### src/rtl/dso_acq_ctrl_if.sv
// Acquisition-control bundle between the scope front panel/sampler and dso_acq_ctrl.
// Latency: n/a (wires only).
// Backpressure: none; commands are single-cycle pulses or levels, status is free-running.
//
// Signals:
//   deci_rate   decimation divisor, one sample every deci_rate+1 clocks
//   run_stop    pulse, toggles run/stop
//   single      pulse, requests a single-shot acquisition
//   auto_mode   level, 1 = auto trigger, 0 = normal trigger
//   trig_flag   level, trigger detected by the sampler
//   wr_over     pulse, display frame finished
//   deci_valid  decimated sample strobe
//   wave_run    acquisition enable to the sampler
//   force_trig  one-cycle auto-trigger request
//   acq_state   current acquisition state (0 STOP, 1 ARM, 2 WAIT_TRIG, 3 HOLD)
//   single_mode current acquisition is single-shot
interface dso_acq_ctrl_if #(
  parameter int DECI_W = 10
);
  logic [DECI_W-1:0] deci_rate;
  logic              run_stop;
  logic              single;
  logic              auto_mode;
  logic              trig_flag;
  logic              wr_over;
  logic              deci_valid;
  logic              wave_run;
  logic              force_trig;
  logic [1:0]        acq_state;
  logic              single_mode;

  // Command side: front panel / sampler driving the controller.
  modport master (
    output deci_rate, run_stop, single, auto_mode, trig_flag, wr_over,
    input  deci_valid, wave_run, force_trig, acq_state, single_mode
  );

  // Controller side.
  modport slave (
    input  deci_rate, run_stop, single, auto_mode, trig_flag, wr_over,
    output deci_valid, wave_run, force_trig, acq_state, single_mode
  );
endinterface

### src/rtl/dso_acq_ctrl.sv
// Oscilloscope acquisition controller: sample decimator plus STOP/ARM/WAIT_TRIG/HOLD sequencer.
// Latency: all outputs registered, one ad_clk after the inputs that cause them.
// Backpressure: none; pulses are acted on in the cycle they are sampled, never queued.
//
// Ports:
//   ad_clk  single clock
//   rst_n   asynchronous active-low reset, returns to STOP with everything cleared
//   acq     dso_acq_ctrl_if.slave (commands in, deci_valid/wave_run/force_trig/acq_state/single_mode out)
module dso_acq_ctrl #(
  parameter int DECI_W  = 10,
  parameter int PRE_CNT = 512,
  parameter int AUTO_TO = 1000000
) (
  input  logic           ad_clk,
  input  logic           rst_n,
  dso_acq_ctrl_if.slave  acq
);

  localparam int PRE_W = $clog2(PRE_CNT) + 1;
  localparam int TO_W  = $clog2(AUTO_TO) + 1;

  localparam logic [PRE_W-1:0] PRE_LAST = PRE_W'(PRE_CNT - 1);
  localparam logic [TO_W-1:0]  TO_LAST  = TO_W'(AUTO_TO - 1);

  localparam logic [1:0] ST_STOP = 2'd0;
  localparam logic [1:0] ST_ARM  = 2'd1;
  localparam logic [1:0] ST_WAIT = 2'd2;
  localparam logic [1:0] ST_HOLD = 2'd3;

  // ---------------------------------------------------------------------------
  // Decimator. Runs in every state so the sampler timing never depends on the
  // sequencer. The >= compare lets a divisor change mid-count take effect at
  // once instead of waiting for the counter to wrap.
  // ---------------------------------------------------------------------------
  logic [DECI_W-1:0] deci_cnt;
  logic              deci_hit;
  logic              deci_valid_q;

  assign deci_hit = (deci_cnt >= acq.deci_rate);

  always_ff @(posedge ad_clk or negedge rst_n) begin
    if (!rst_n) begin
      deci_cnt     <= '0;
      deci_valid_q <= 1'b0;
    end else begin
      deci_valid_q <= deci_hit;
      deci_cnt     <= deci_hit ? '0 : deci_cnt + DECI_W'(1);
    end
  end

  // ---------------------------------------------------------------------------
  // Sequencer
  // ---------------------------------------------------------------------------
  logic [1:0]       st_q,      st_nxt;
  logic             single_q,  single_nxt;
  logic [PRE_W-1:0] pre_cnt,   pre_nxt;
  logic [TO_W-1:0]  to_cnt,    to_nxt;
  logic             force_q,   force_nxt;
  logic             wave_run_q;

  always_comb begin
    st_nxt     = st_q;
    single_nxt = single_q;
    pre_nxt    = pre_cnt;
    to_nxt     = to_cnt;
    force_nxt  = 1'b0;

    // A run_stop while acquiring always stops, whatever else is happening.
    if (st_q != ST_STOP && acq.run_stop) begin
      st_nxt     = ST_STOP;
      single_nxt = 1'b0;
    end else begin
      case (st_q)
        ST_STOP: begin
          if (acq.run_stop) begin
            st_nxt     = ST_ARM;
            single_nxt = 1'b0;
          end else if (acq.single) begin
            st_nxt     = ST_ARM;
            single_nxt = 1'b1;
          end
        end

        // Collect the pre-trigger window before a trigger may be accepted.
        ST_ARM: begin
          if (acq.single) single_nxt = 1'b1;
          if (deci_valid_q) begin
            if (pre_cnt == PRE_LAST) st_nxt = ST_WAIT;
            else                     pre_nxt = pre_cnt + PRE_W'(1);
          end
        end

        // A real trigger beats an auto timeout landing in the same cycle; the
        // timeout only fires while we actually stay here.
        ST_WAIT: begin
          if (acq.single) single_nxt = 1'b1;
          if (acq.trig_flag) begin
            st_nxt = ST_HOLD;
          end else if (acq.auto_mode) begin
            if (to_cnt == TO_LAST) begin
              to_nxt    = '0;
              force_nxt = 1'b1;
            end else begin
              to_nxt = to_cnt + TO_W'(1);
            end
          end else begin
            to_nxt = '0;
          end
        end

        // Frame end decides on the single_mode that was in force for this
        // acquisition; a single pulse arriving with wr_over arms the next
        // acquisition as single-shot.
        default: begin
          if (acq.wr_over) begin
            if (single_q) begin
              st_nxt     = ST_STOP;
              single_nxt = 1'b0;
            end else begin
              st_nxt     = ST_ARM;
              single_nxt = acq.single;
            end
          end else if (acq.single) begin
            single_nxt = 1'b1;
          end
        end
      endcase
    end

    // Every state change starts both counters from zero.
    if (st_nxt != st_q) begin
      pre_nxt = '0;
      to_nxt  = '0;
    end
  end

  always_ff @(posedge ad_clk or negedge rst_n) begin
    if (!rst_n) begin
      st_q       <= ST_STOP;
      single_q   <= 1'b0;
      pre_cnt    <= '0;
      to_cnt     <= '0;
      force_q    <= 1'b0;
      wave_run_q <= 1'b0;
    end else begin
      st_q       <= st_nxt;
      single_q   <= single_nxt;
      pre_cnt    <= pre_nxt;
      to_cnt     <= to_nxt;
      force_q    <= force_nxt;
      // Registered from the next state so it tracks acq_state exactly and is
      // still high in the cycle wr_over is sampled in HOLD.
      wave_run_q <= (st_nxt != ST_STOP);
    end
  end

  assign acq.deci_valid  = deci_valid_q;
  assign acq.wave_run    = wave_run_q;
  assign acq.force_trig  = force_q;
  assign acq.acq_state   = st_q;
  assign acq.single_mode = single_q;

endmodule

### src/flat_wrapper.sv
// flat-port wrapper written by rule: the top's interface ports become plain ports
module dso_acq_ctrl_flat 
#(
  parameter int DECI_W  = 10,
  parameter int PRE_CNT = 512,
  parameter int AUTO_TO = 1000000
)
  (ad_clk, rst_n, acq_deci_rate, acq_run_stop, acq_single, acq_auto_mode, acq_trig_flag, acq_wr_over, acq_deci_valid, acq_wave_run, acq_force_trig, acq_acq_state, acq_single_mode);
  dso_acq_ctrl_if #(.DECI_W(DECI_W)) acq_i ();
  input  logic ad_clk;
  input  logic rst_n;
  input wire logic [$bits(acq_i.deci_rate)-1:0] acq_deci_rate;
  input wire logic [$bits(acq_i.run_stop)-1:0] acq_run_stop;
  input wire logic [$bits(acq_i.single)-1:0] acq_single;
  input wire logic [$bits(acq_i.auto_mode)-1:0] acq_auto_mode;
  input wire logic [$bits(acq_i.trig_flag)-1:0] acq_trig_flag;
  input wire logic [$bits(acq_i.wr_over)-1:0] acq_wr_over;
  output wire logic [$bits(acq_i.deci_valid)-1:0] acq_deci_valid;
  output wire logic [$bits(acq_i.wave_run)-1:0] acq_wave_run;
  output wire logic [$bits(acq_i.force_trig)-1:0] acq_force_trig;
  output wire logic [$bits(acq_i.acq_state)-1:0] acq_acq_state;
  output wire logic [$bits(acq_i.single_mode)-1:0] acq_single_mode;
  assign acq_i.deci_rate = acq_deci_rate;
  assign acq_i.run_stop = acq_run_stop;
  assign acq_i.single = acq_single;
  assign acq_i.auto_mode = acq_auto_mode;
  assign acq_i.trig_flag = acq_trig_flag;
  assign acq_i.wr_over = acq_wr_over;
  assign acq_deci_valid = acq_i.deci_valid;
  assign acq_wave_run = acq_i.wave_run;
  assign acq_force_trig = acq_i.force_trig;
  assign acq_acq_state = acq_i.acq_state;
  assign acq_single_mode = acq_i.single_mode;
  dso_acq_ctrl #(.DECI_W(DECI_W), .PRE_CNT(PRE_CNT), .AUTO_TO(AUTO_TO)) u_core (.ad_clk(ad_clk), .rst_n(rst_n), .acq(acq_i));
endmodule
### config.mk
export PLATFORM = sky130hd
export DESIGN_NAME = dso_acq_ctrl_flat
export DESIGN_NICKNAME = d
export VERILOG_FILES = /design/src/rtl/dso_acq_ctrl_if.sv /design/src/rtl/dso_acq_ctrl.sv /design/src/flat_wrapper.sv
export SDC_FILE = /design/constraint.sdc
export NUM_CORES = 1
export LEC_CHECK = 0
export ABC_AREA = 1
export CORE_MARGIN = 4
export CORE_UTILIZATION = 46
export DETAILED_ROUTE_END_ITERATION = 6
export GPL_TIMING_DRIVEN = 1
export PLACE_DENSITY = 0.67
export SETUP_SLACK_MARGIN = 0.2
export SYNTH_ARGS = -nofsm -noshare
export SYNTH_HDL_FRONTEND = slang
export SYNTH_SLANG_ARGS = --single-unit
### constraint.sdc
create_clock -name ad_clk -period 1.85 [get_ports ad_clk]
set_input_delay 0.2775 -clock ad_clk [delete_from_list [all_inputs] [get_ports ad_clk]]
set_output_delay 0.2775 -clock ad_clk [all_outputs]
set_load 0.1 [all_outputs]
==> impl_metrics.json <==
{
  "n_antenna_cell": 0,
  "skew_ps": 8.31,
  "power.leakage_nw": 1.89,
  "core_um2": 6870,
  "grt_max_degree": 22,
  "ys_seq_area_frac": 0.358,
  "place.gp.congestion": 0.901,
  "clk_pin_slew_ps": 100,
  "path_class": "reg -> reg",
  "timing.final.crit_share": 0.957,
  "r2r_end": "u_core.pre_cnt[7]$_DFFE_PN0P_",
  "cts_root_buf": "clkbuf_8",
  "totalWireLength_um": 7130,
  "status": "finished, final reports clean",
  "final_common_cell": "nand2_1",
  "cp_max_fo": 5,
  "path_cells": "inv_4 -> ha_4 -> nor2_4 -> buf_6 -> nor2_4 -> nand4_1 -> nor2_2 -> buf_4 -> inv_2 -> nand2_2 -> nor2_2",
  "pwr-share-clk": 0.177,
  "die_w_um": 92.5,
  "cts_sinks": 47,
  "syn2layout_area_growth_pct": 30.2,
  "combPwrFrac": 0.529,
  "clkLatencyLatePin_ps": 300,
  "peakVddDrop_mv": 0.775,
  "dp_hpwl_um": 5220,
  "hp-class": "in -> async",
  "dieArea_um2": 8560,
  "initial_core_util": 0.479,
  "io-pin-count": 23,
  "synth-seq-cells": 47,
  "drc": 0,
  "ff2ff_path_depth": 11,
  "rrSetupSlack_ps": 80,
  "numCtsBuffers": 5,
  "htreeDepth": 2,
  "final_cell_mix": "nand2_1 (91), nor2_1 (67), inv_1 (59)",
  "power.internal_mw": 2.58,
  "relSlewSlack": 0.751,
  "yosysUniqueCellTypes": 33,
  "start_kind": "register",
  "grt_pass1_vias": 2787,
  "io_buffers": 22,
  "syn_area_per_cell_um2": 7.21,
  "endpoint_kind": "register",
  "wl_per_cell_um": 11.6,
  "postRouteAntennaNets": 0,
  "drive_above_1_share": 0.288,
  "antenna_found_initial": 0,
  "syn_area_um2": 3290,
  "fmax_mhz": 565,
  "nets": 551,
  "critPathRequiredTime_ps": 2050,
  "worst_pin_slew_ps": 374,
  "p_sw_mw": 1.88,
  "vias": 2969,
  "cts_tree": "done",
  "setup_viol": 0,
  "regToRegStartpoint": "u_core.acq.acq_state[1]$_DFF_PN0_",
  "rsz0062_at_grt": "yes",
  "arrival_ps": 1970,
  "cpPeakStageDelay_ps": 530,
  "maxSlewViolCount": 0,
  "finalCriticalPeriod_ps": 1770,
  "die_h_um": 92.5,
  "grt_usage": 0.169,
  "synthCells": 456,
  "dp.cells": 588,
  "clockBufferDepth": 2,
  "final_hold_viol_count": 0,
  "swShare": 0.421,
  "grt_pass1_wl_um": 12100,
  "drt_pass1_iterations": 5,
  "synth_fp_nets": 491,
  "pwr-share-seq": 0.294,
  "timing.hold.ws_ps": 409,
  "yosys_warnings": 0,
  "vias_per_cell": 4.84,
  "powerDensity_nw_per_um2": 1040,
  "critPathLaunch": "u_core.acq.acq_state[1]$_DFF_PN0_",
  "overflow": 0,
  "num_rows": 30,
  "drt_iter0_markers": 151,
  "maxCapViolCount": 0,
  "final_cells": 613,
  "cp_slowest_cell": "dfrtp_4"
}
[layer usage]
layer  vias up  routed length, um  part of all wire  global-route usage
met2        28               3680              0.52               0.300
met5         -                  0                 0                   0
met3         4                137             0.019              0.0292
li1       1544                  -                 -                   -
met4         0                 24            0.0034              0.0297
met1      1393               3290              0.46               0.217
[what timing repair did]
item,CTS,global route
setup buffers,8,7
hold buffers,1,0
gates resized for setup,6,44
hold endpoints to repair,14,0
setup endpoints to repair,41,42
pin swaps,4,12
cloned,0,1
[power by group through the flow]
stage | Combinational, mW | Clock (mW) | Sequential [mW]
2_1_floorplan | 1.11 | 0 | 1.59
3_3_place_gp | 1.99 | 0 | 1.33
3_5_place_dp | 2.01 | 0 | 1.32
4_1_cts | 2.13 | 0.816 | 1.29
5_1_grt | 2.57 | 0.860 | 1.33
6_report | 2.36 | 0.790 | 1.31
[critical path: cells and delay by family, from the launching register on]
family        cells  cell delay [ps]
fa+ha+maj         1              160
buf+inv           4              360
flops             1              530
simple gates      6              620
[through the flow]
stage / area, um^2 / TNS (ps) / utilization / power, mW / setup WS [ps]
floorplan: 3330 / 0 / - / 2.70 / 40.8
global placement: 3810 / -725 / 0.555 / 3.31 / -90.3
detailed placement: 3810 / -1260 / 0.555 / 3.34 / -150
CTS: 4030 / 0 / 0.586 / 4.24 / 78.1
global route: 4280 / -365 / 0.623 / 4.76 / -56.0
finish: 4280 / 0 / 0.623 / 4.47 / 79.8
[registers in the layout, summed over array words and instances (netlist names)]
name,count
u_core.to_cnt,21
u_core.deci_cnt,10
u_core.pre_cnt,10
u_core.acq.acq_state,2
u_core.acq.deci_valid,1
u_core.acq.force_trig,1
u_core.acq.single_mode,1
u_core.acq.wave_run,1
[layout make-up]
cell class	instances	area, um^2
sequential	47	1190
clock buffer	5	68.8
clock inverter	3	47.5
multi-input combinational	334	2020
fill	613	2590
timing repair buffer	61	574
tap	96	120
inverter	67	260
[cell usage after synthesis (all sizes together)]
| cell | count | area (um^2) |
|---|---|---|
| o211ai | 1 | 7.51 |
| inv | 65 | 244 |
| nor2 | 110 | 500 |
| xnor2 | 7 | 61.3 |
| dfrtp | 47 | 1180 |
| nand4 | 12 | 75.1 |
| and3 | 1 | 6.26 |
| or2 | 1 | 6.26 |
| a211oi | 2 | 15.0 |
| a22oi | 1 | 7.51 |
| and2 | 1 | 6.26 |
| o21ai | 7 | 35.0 |
| xor2 | 11 | 96.3 |
| ha | 18 | 225 |
| nand2 | 104 | 410 |
| buf | 8 | 63.8 |
| nor3 | 7 | 46.3 |
| nor4 | 4 | 25.0 |
| a21oi | 18 | 101 |
| clkinv | 2 | 7.51 |
| nor3b | 1 | 7.51 |
| nand3 | 28 | 163 |
[how the worst max path moves through the flow]
stage                                         end  slack, ps  cells past startpoint
floorplan           u_core.pre_cnt[8]$_DFFE_PN0P_         40                      8
global placement     u_core.deci_cnt[6]$_DFF_PN0_        -90                      9
detailed placement   u_core.deci_cnt[4]$_DFF_PN0_       -150                      9
CTS                 u_core.to_cnt[10]$_DFFE_PN0P_         80                     12
global route        u_core.pre_cnt[9]$_DFFE_PN0P_        -60                     11
finish              u_core.pre_cnt[7]$_DFFE_PN0P_         80                     11
[logic make-up (layout without fill, tap and decap cells)]
family	Yosys count	count (layout)	share of synthesized area
DFF	47	47	0.358
buffers and inverters	75	136	0.0959
adders and majority gates	18	18	0.0685
and+or+nand+nor	269	269	0.379
AOI/OAI and AO/OA	29	29	0.0506
xor gates and xnor gates	18	18	0.0480
Power figures use the tool's default switching activity.
